<file path="config.mk">
export PLATFORM = sky130hd
export DESIGN_NAME = rep3_serial_encoder
export DESIGN_NICKNAME = d
export VERILOG_FILES = /design/src/rtl/rep3_serial_encoder.sv
export SDC_FILE = /design/constraint.sdc
export NUM_CORES = 1
export LEC_CHECK = 0
export BUFFER_PORTS_ARGS = -buffer_cell sky130_fd_sc_hd__buf_2
export CORE_MARGIN = 1
export CORE_UTILIZATION = 50
export CTS_CLUSTER_SIZE = 24
export DETAILED_ROUTE_END_ITERATION = 10
export PLACE_DENSITY = 0.77
export RECOVER_POWER = 25
export SYNTH_ARGS = -nofsm -noshare
export SYNTH_HDL_FRONTEND = slang
export SYNTH_SLANG_ARGS = --single-unit
</file>
<file path="constraint.sdc">
create_clock -name clk -period 1.4 [get_ports clk]
set_input_delay 0.07 -clock clk [delete_from_list [all_inputs] [get_ports clk]]
set_output_delay 0.07 -clock clk [all_outputs]
set_load 0.02 [all_outputs]
</file>
<file path="src/rtl/rep3_serial_encoder.sv">
// -----------------------------------------------------------------------------
// rep3_serial_encoder
//
// Transmit end of the triple-redundancy serial link. A word of NBITS bits is
// accepted over a val/rdy handshake and sent LSB-first on a single wire. Each
// data bit is repeated for three consecutive cycles ("chips") so that a 3-input
// majority voter at the receive end can recover the bit even when one chip of
// the group is corrupted.
//
// Parameters
//   NBITS      data word width, legal range 2..32
//
// Ports
//   clk        clock, rising edge
//   rst        asynchronous reset, active-high
//   in_val     upstream word valid
//   in_rdy     encoder can accept a word (0 while rst=1)
//   in_msg     word to transmit, sampled on the handshake edge
//   out_val    out_bit carries a valid chip this cycle
//   out_bit    serial chip, equal to the current data bit
//   out_first  first chip of the frame (bit 0, chip 0)
//   out_last   last chip of the frame (bit NBITS-1, chip 2)
//
// Handshake: a word transfers on a rising clk edge where in_val && in_rdy are
// both 1. in_rdy does not depend on in_val. On the output side there is no
// back-pressure: while out_val=1 the receiver must take one chip per cycle.
//
// Timing: the first chip appears the cycle after the accepting edge, a frame
// is exactly 3*NBITS consecutive out_val cycles, and in_rdy returns the cycle
// after out_last. Peak throughput is one word per 3*NBITS+1 cycles.
// -----------------------------------------------------------------------------
module rep3_serial_encoder #(
  parameter int NBITS = 8
) (
  input  logic             clk,
  input  logic             rst,
  input  logic             in_val,
  output logic             in_rdy,
  input  logic [NBITS-1:0] in_msg,
  output logic             out_val,
  output logic             out_bit,
  output logic             out_first,
  output logic             out_last
);

  localparam int IDXW = $clog2(NBITS);
  localparam logic [IDXW-1:0] LAST_IDX = IDXW'(NBITS - 1);
  localparam logic [1:0] LAST_CHIP = 2'd2;

  typedef enum logic {
    IDLE = 1'b0,
    SEND = 1'b1
  } state_t;

  // Registered state. `state` is the single point to bind FSM checkers to.
  state_t            state;
  state_t            state_nxt;
  logic [NBITS-1:0]  msg_reg;
  logic [NBITS-1:0]  msg_nxt;
  logic [IDXW-1:0]   bit_idx;
  logic [IDXW-1:0]   bit_idx_nxt;
  logic [1:0]        chip_cnt;
  logic [1:0]        chip_cnt_nxt;

  logic              sending;
  logic              in_fire;
  logic              bit_done;
  logic              frame_done;

  assign sending    = (state == SEND);
  assign bit_done   = (chip_cnt == LAST_CHIP);
  assign frame_done = sending && (bit_idx == LAST_IDX) && bit_done;

  // in_rdy is gated by rst so it reads 0 for the whole reset pulse, not only
  // after the state register has been cleared.
  assign in_rdy  = (state == IDLE) && !rst;
  assign in_fire = in_val && in_rdy;

  // ---------------------------------------------------------------------------
  // State register
  // ---------------------------------------------------------------------------
  always_ff @(posedge clk or posedge rst) begin
    if (rst) begin
      state    <= IDLE;
      msg_reg  <= '0;
      bit_idx  <= '0;
      chip_cnt <= '0;
    end else begin
      state    <= state_nxt;
      msg_reg  <= msg_nxt;
      bit_idx  <= bit_idx_nxt;
      chip_cnt <= chip_cnt_nxt;
    end
  end

  // ---------------------------------------------------------------------------
  // Next-state logic
  // ---------------------------------------------------------------------------
  always_comb begin
    state_nxt    = state;
    msg_nxt      = msg_reg;
    bit_idx_nxt  = bit_idx;
    chip_cnt_nxt = chip_cnt;

    case (state)
      IDLE: begin
        if (in_fire) begin
          msg_nxt      = in_msg;
          bit_idx_nxt  = '0;
          chip_cnt_nxt = '0;
          state_nxt    = SEND;
        end
      end

      SEND: begin
        // msg_reg is frozen for the whole frame; in_msg/in_val are ignored.
        if (bit_done) begin
          chip_cnt_nxt = '0;
          if (frame_done) begin
            // Park the index at 0 rather than letting it run past NBITS-1
            // when NBITS is not a power of two.
            bit_idx_nxt = '0;
            state_nxt   = IDLE;
          end else begin
            bit_idx_nxt = bit_idx + 1'b1;
          end
        end else begin
          chip_cnt_nxt = chip_cnt + 2'd1;
        end
      end

      default: begin
        state_nxt = IDLE;
      end
    endcase
  end

  // ---------------------------------------------------------------------------
  // Outputs: functions of registered state only. Because the state register
  // clears asynchronously, out_* drop to 0 as soon as rst rises, even mid-frame.
  // ---------------------------------------------------------------------------
  always_comb begin
    out_val   = sending;
    out_bit   = sending && msg_reg[bit_idx];
    out_first = sending && (bit_idx == '0) && (chip_cnt == 2'd0);
    out_last  = frame_done;
  end

endmodule

</file>
After elaboration in Yosys (flattened, before gate mapping)

Cells that the tools add are included.

Add/sub/neg operators: 2
Multipliers: 0
Div/mod/pow operators: 0
Order comparisons: 1
Equal/unequal tests: 4
Shift operators: 0
Multiplexer cells: 13
Bitwise operators: 1
Reduce and logical (&&, ||, !) cells: 12

Operators with widths:

| operator              | count |
|---|---|
| $mux W3               | 3 |
| $logic_and A1 B1 Y1   | 7 |
| $pmux W3 S2           | 1 |
| $lt A3 B4 Y1 const B  | 1 |
| $mux W1               | 4 |
| $mux W2               | 2 |
| $pmux W2 S2           | 1 |
| $reduce_and A2 Y1     | 2 |
| $add A3 B1 Y3 const B | 1 |
| $bmux W1 S3           | 1 |
| $eq A3 B3 Y1 const B  | 1 |
| $logic_not A3 Y1      | 1 |
| $add A2 B1 Y2 const B | 1 |
| $eq A2 B2 Y1 const B  | 1 |
| $logic_not A2 Y1      | 1 |
| $ne A2 B1 Y1 const B  | 1 |
| $ne A2 B2 Y1 const B  | 1 |
| $pmux W1 S2           | 1 |
| $logic_not A1 Y1      | 1 |
| $not A1 Y1            | 1 |

Flip-flop bits (word level): 14
Bits in latches: 0
Memory bits (writable): 0
Bits in read-only memories: 0
Bits of input ports: 11
Output and inout port bits: 5
Logic and storage cells: 37
Memories: 0

Longest topological paths before layout

Depth after elaboration: 6
Depth in mapped cells: 4
Mapped depth without buffers: 4

Worst setup path before layout

No wires, ideal clock.

Kind: register to output
Start: register bit_idx[0]
End: output port out_bit
Arrival: 1.356 ns
Setup slack: -0.026 ns
Cell stages (with the launch flop): 4
Path through: dfrtp_1 > mux4_1 > nor2_1 > a311oi_1

Word-level cells in the longest chain between the ends: 3

RTL lines:

| element                       | RTL line | RTL |
|---|---|---|
| start: declaration            | 60       | `logic [IDXW-1:0] bit_idx;` |
| start signal: assignment      | 91       | `bit_idx <= bit_idx_nxt;` |
| $bmux W1 S3                   | 144      | `out_bit = sending && msg_reg[bit_idx];` |
| $mux W1 (implied by the code) | 144      |  |
| $logic_and A1 B1 Y1           | 144      |  |
| end: declaration              | 41       | `output logic out_bit,` |

Every way passes these cells. The select of a mux whose other input is x is not followed.

Worst setup path in the final report

Same ends and word-level chain as after synthesis.

==> summary.md <==
| Metric | Value |
|---|---|
| Outcome | `finished, violations left` |
| Failing checks | `setup timing` |
| Initial antenna violation count | `0` |
| Largest stage delay, worst path | `0.54 ns` |
| Antenna Cells | `0` |
| Final setup viols | `3` |
| Worst-path clk slew | `0.08 ns` |
| FMAX | `0.607 GHz` |
| Die Span Y | `39.1 um` |
| Final min period | `1.65 ns` |
| CTS root buffer | `clkbuf_4` |
| Final net count | `94` |
| CP arrival | `1.58 ns` |
| Total CTS buffers | `3` |
| Iteration-0 DRC Markers | `27` |
| Worst setup SP type | `register` |
| Initial Util | `53.7%` |
| Crit path kind | `register to output pin` |
| WP buf/inv | `1` |
| Peak VDD IR | `1.21 mV` |
| Post-DP HPWL | `947 um` |
| Cell variety after synth | `19` |
| Worst Clk Skew | `0.00408 ns` |
| PD cells | `2080 nW/um^2` |
| Fin. max-slew vios | `0` |
| Sequential-to-total area share from yosys stat | `50.8%` |
| Routed via count | `547` |
| Max-cap violations | `0` |
| Vias in the first global route | `535` |
| Synth top area share | `50.8%` |
| Total grt overflow | `0` |
| Slowest CP cell | `mux4_2` |
| Final non-filler cell total | `93` |
| Worst path cell trace | `mux4_2 > nor2_2 > a311oi_2 > buf_4` |
| Routed wire per std cell | `17.5 um` |
| Cell area after synthesis | `689 sq um` |
| Average size of a mapped cell | `13.0 sq um` |
| Row count | `13` |
| Number of fill cells | `86` |
| Crit path capture | `out_bit` |
| Hold/Removal Path Class | `primary input to register` |
| Worst slack at placement | `0.0532 ns` |
| Port bufs | `15` |
| RSZ-0062 raised after global routing | `yes` |
| FF-to-FF Start | `bit_idx[0]` |
| TritonCTS clock tree | `built` |
| H-Tree Depth | `1` |
| Delay-heaviest family, CP | `multiplexers` |
| Gate Count Post-Synth | `53` |
| DR vias/cell | `5.88` |
| Clk sinks | `14` |
| Boundary pin count | `16` |
| Worst path required time | `1.33 ns` |
| Final antenna-violating net count | `0` |
| Total wire length | `1620 um` |
| Worst r2r dst | `bit_idx[0]` |
| Area delta synth->final | `36.3%` |
| Post-Place Cells | `86` |
| Register bit total from synthesis | `14` |
| Crit path from | `bit_idx[0]` |
| Layout cells sized above 1 | `56.4%` |
| Net Count, Synth | `67` |
| Final Util | `73.1%` |
| Die area | `1530 sq um` |
| Area leader, netlist | `dfrtp_1` |
| Worst-Skew Late Latency | `0.28 ns` |
| Final setup margin | `-0.247 ns` |
| FF-to-FF setup slack | `0.02 ns` |
| CP Max Fanout | `2` |
| Tot GR Track Use | `23.9%` |
| Static leakage | `0.000428 uW` |
| Core area | `1280 sq um` |
| Synth warnings | `0` |
| Slew @ Worst Pin | `0.533 ns` |
| Final hold viol count | `0` |
| Largest cells by area after synthesis | `dfrtp_1 (51%), mux2_2 (16%), ha_1 (5.4%)` |
| Die width | `39.1 um` |
| R2R cell count | `7` |
| Slew margin rel. | `64.4%` |
| Clock Path Buffers | `2` |
| Pre-antenna DRT Iters | `4` |
| Final cycle utilization of the critical path | `118%` |
| Routability cong. | `0.844` |
| CP endpoint kind | `output pin` |
| First-pass GRT wire length | `2270 um` |
| WP depth | `4` |
| Max reg flops | `8` |
| Drt drc | `0` |
| Largest net degree at the start of global routing | `15` |
==> per-stage QoR <==
| stage | hold slack, ns | power, uW | instance area, sq um | TNS, ns |
|---|---|---|---|---|
| 2_1_floorplan | -0.0408 | 1240 | 696 | 0 |
| 3_3_place_gp | 0.152 | 1430 | 812 | 0 |
| 3_5_place_dp | 0.163 | 1470 | 812 | 0 |
| 4_1_cts | 0.0150 | 1840 | 903 | -0.475 |
| 5_1_grt | 0.0134 | 2070 | 940 | -0.729 |
| 6_report | 0.0146 | 1950 | 940 | -0.513 |
==> where the power goes <==
| group | switching, uW | leakage [uW] | internal (uW) |
|---|---|---|---|
| Clock | 131 | 0.0000138 | 100 |
| Sequential | 149 | 0.000168 | 590 |
| Combinational | 437 | 0.000246 | 546 |
| Total | 717 | 0.000428 | 1240 |
==> worst register-to-register path, cell delays in order, from the launching register on <==
cell and delay (ns):
dfrtp_1 0.41, buf_6 0.14, buf_6 0.11, ha_4 0.15, ha_4 0.15, buf_6 0.12
nor2_4 0.09, a22o_1 0.15
==> placed cells by master, fill, tap and decap left out, types with 2 or more instances in the layout <==
cell type and instances:
buf_6 6, nor2_1 4, a22o_1 3, dfrtp_1 14
mux2_2 10, buf_2 11, clkbuf_4 3, ha_4 2
inv_1 4, buf_4 4
==> synthesized netlist by cell type (all sizes together) <==
cell type and n:
mux2i 1, and3b 1, mux4 1, a22o 3, nor3b 1, a32o 1
a311oi 1, nand3b 1, buf 1, and2 1, nor2b 1, dfrtp 14
o31ai 1, ha 3, a21o 1, mux2 10, nor2 6, and3 1
inv 4
==> cell type report <==
class,instances,area [sq um],area share [%]
clock buffer,3,22.5,2.40
timing repair buffer,23,166,17.7
tap,15,18.8,2.00
sequential,14,350,37.3
multi-input combinational,34,367,39.0
inverter,4,15.0,1.60
==> routing by layer <==
layer | share of wire (%) | GRT usage (%) | up-vias
met5 | 0 | 0 | -
met4 | 4.0 | 10.3 | 0
met3 | 5.7 | 5.20 | 10
met2 | 51 | 40.8 | 30
met1 | 39 | 28.4 | 262
li1 | - | - | 245
==> kinds of logic (layout without fill, tap and decap cells) <==
logic type                 Yosys count  in the layout  share of synthesized area (%)
buffers and inverters                5             30                           3.27
AOI/OAI and AO/OA                    7              7                           8.71
adders and majority gates            3              3                           5.45
muxes                               12             12                           21.6
and+or+nand+nor                     12             12                           10.2
DFF                                 14             14                           50.8
==> worst min path at each step <==
stage	from	end	slack, ns	depth (start not counted)
floorplan	rst	bit_idx[0]	-0.04	1
global placement	rst	bit_idx[2]	0.15	2
detailed placement	rst	chip_cnt[0]	0.16	2
CTS	in_msg[3]	msg_reg[3]	0.02	2
global route	in_msg[3]	msg_reg[3]	0.01	2
finish	in_msg[3]	msg_reg[3]	0.01	2
==> repair_timing <==
item / CTS / global route
pin swaps: 3 / 5
hold buffers: 1 / 0
endpoints found under the setup margin: 3 / 6
buffers inserted: 3 / 0
gates resized for setup: 12 / 8
endpoints found under the hold margin: 14 / 0
Note: power is estimated with default switching activity, not from simulation.
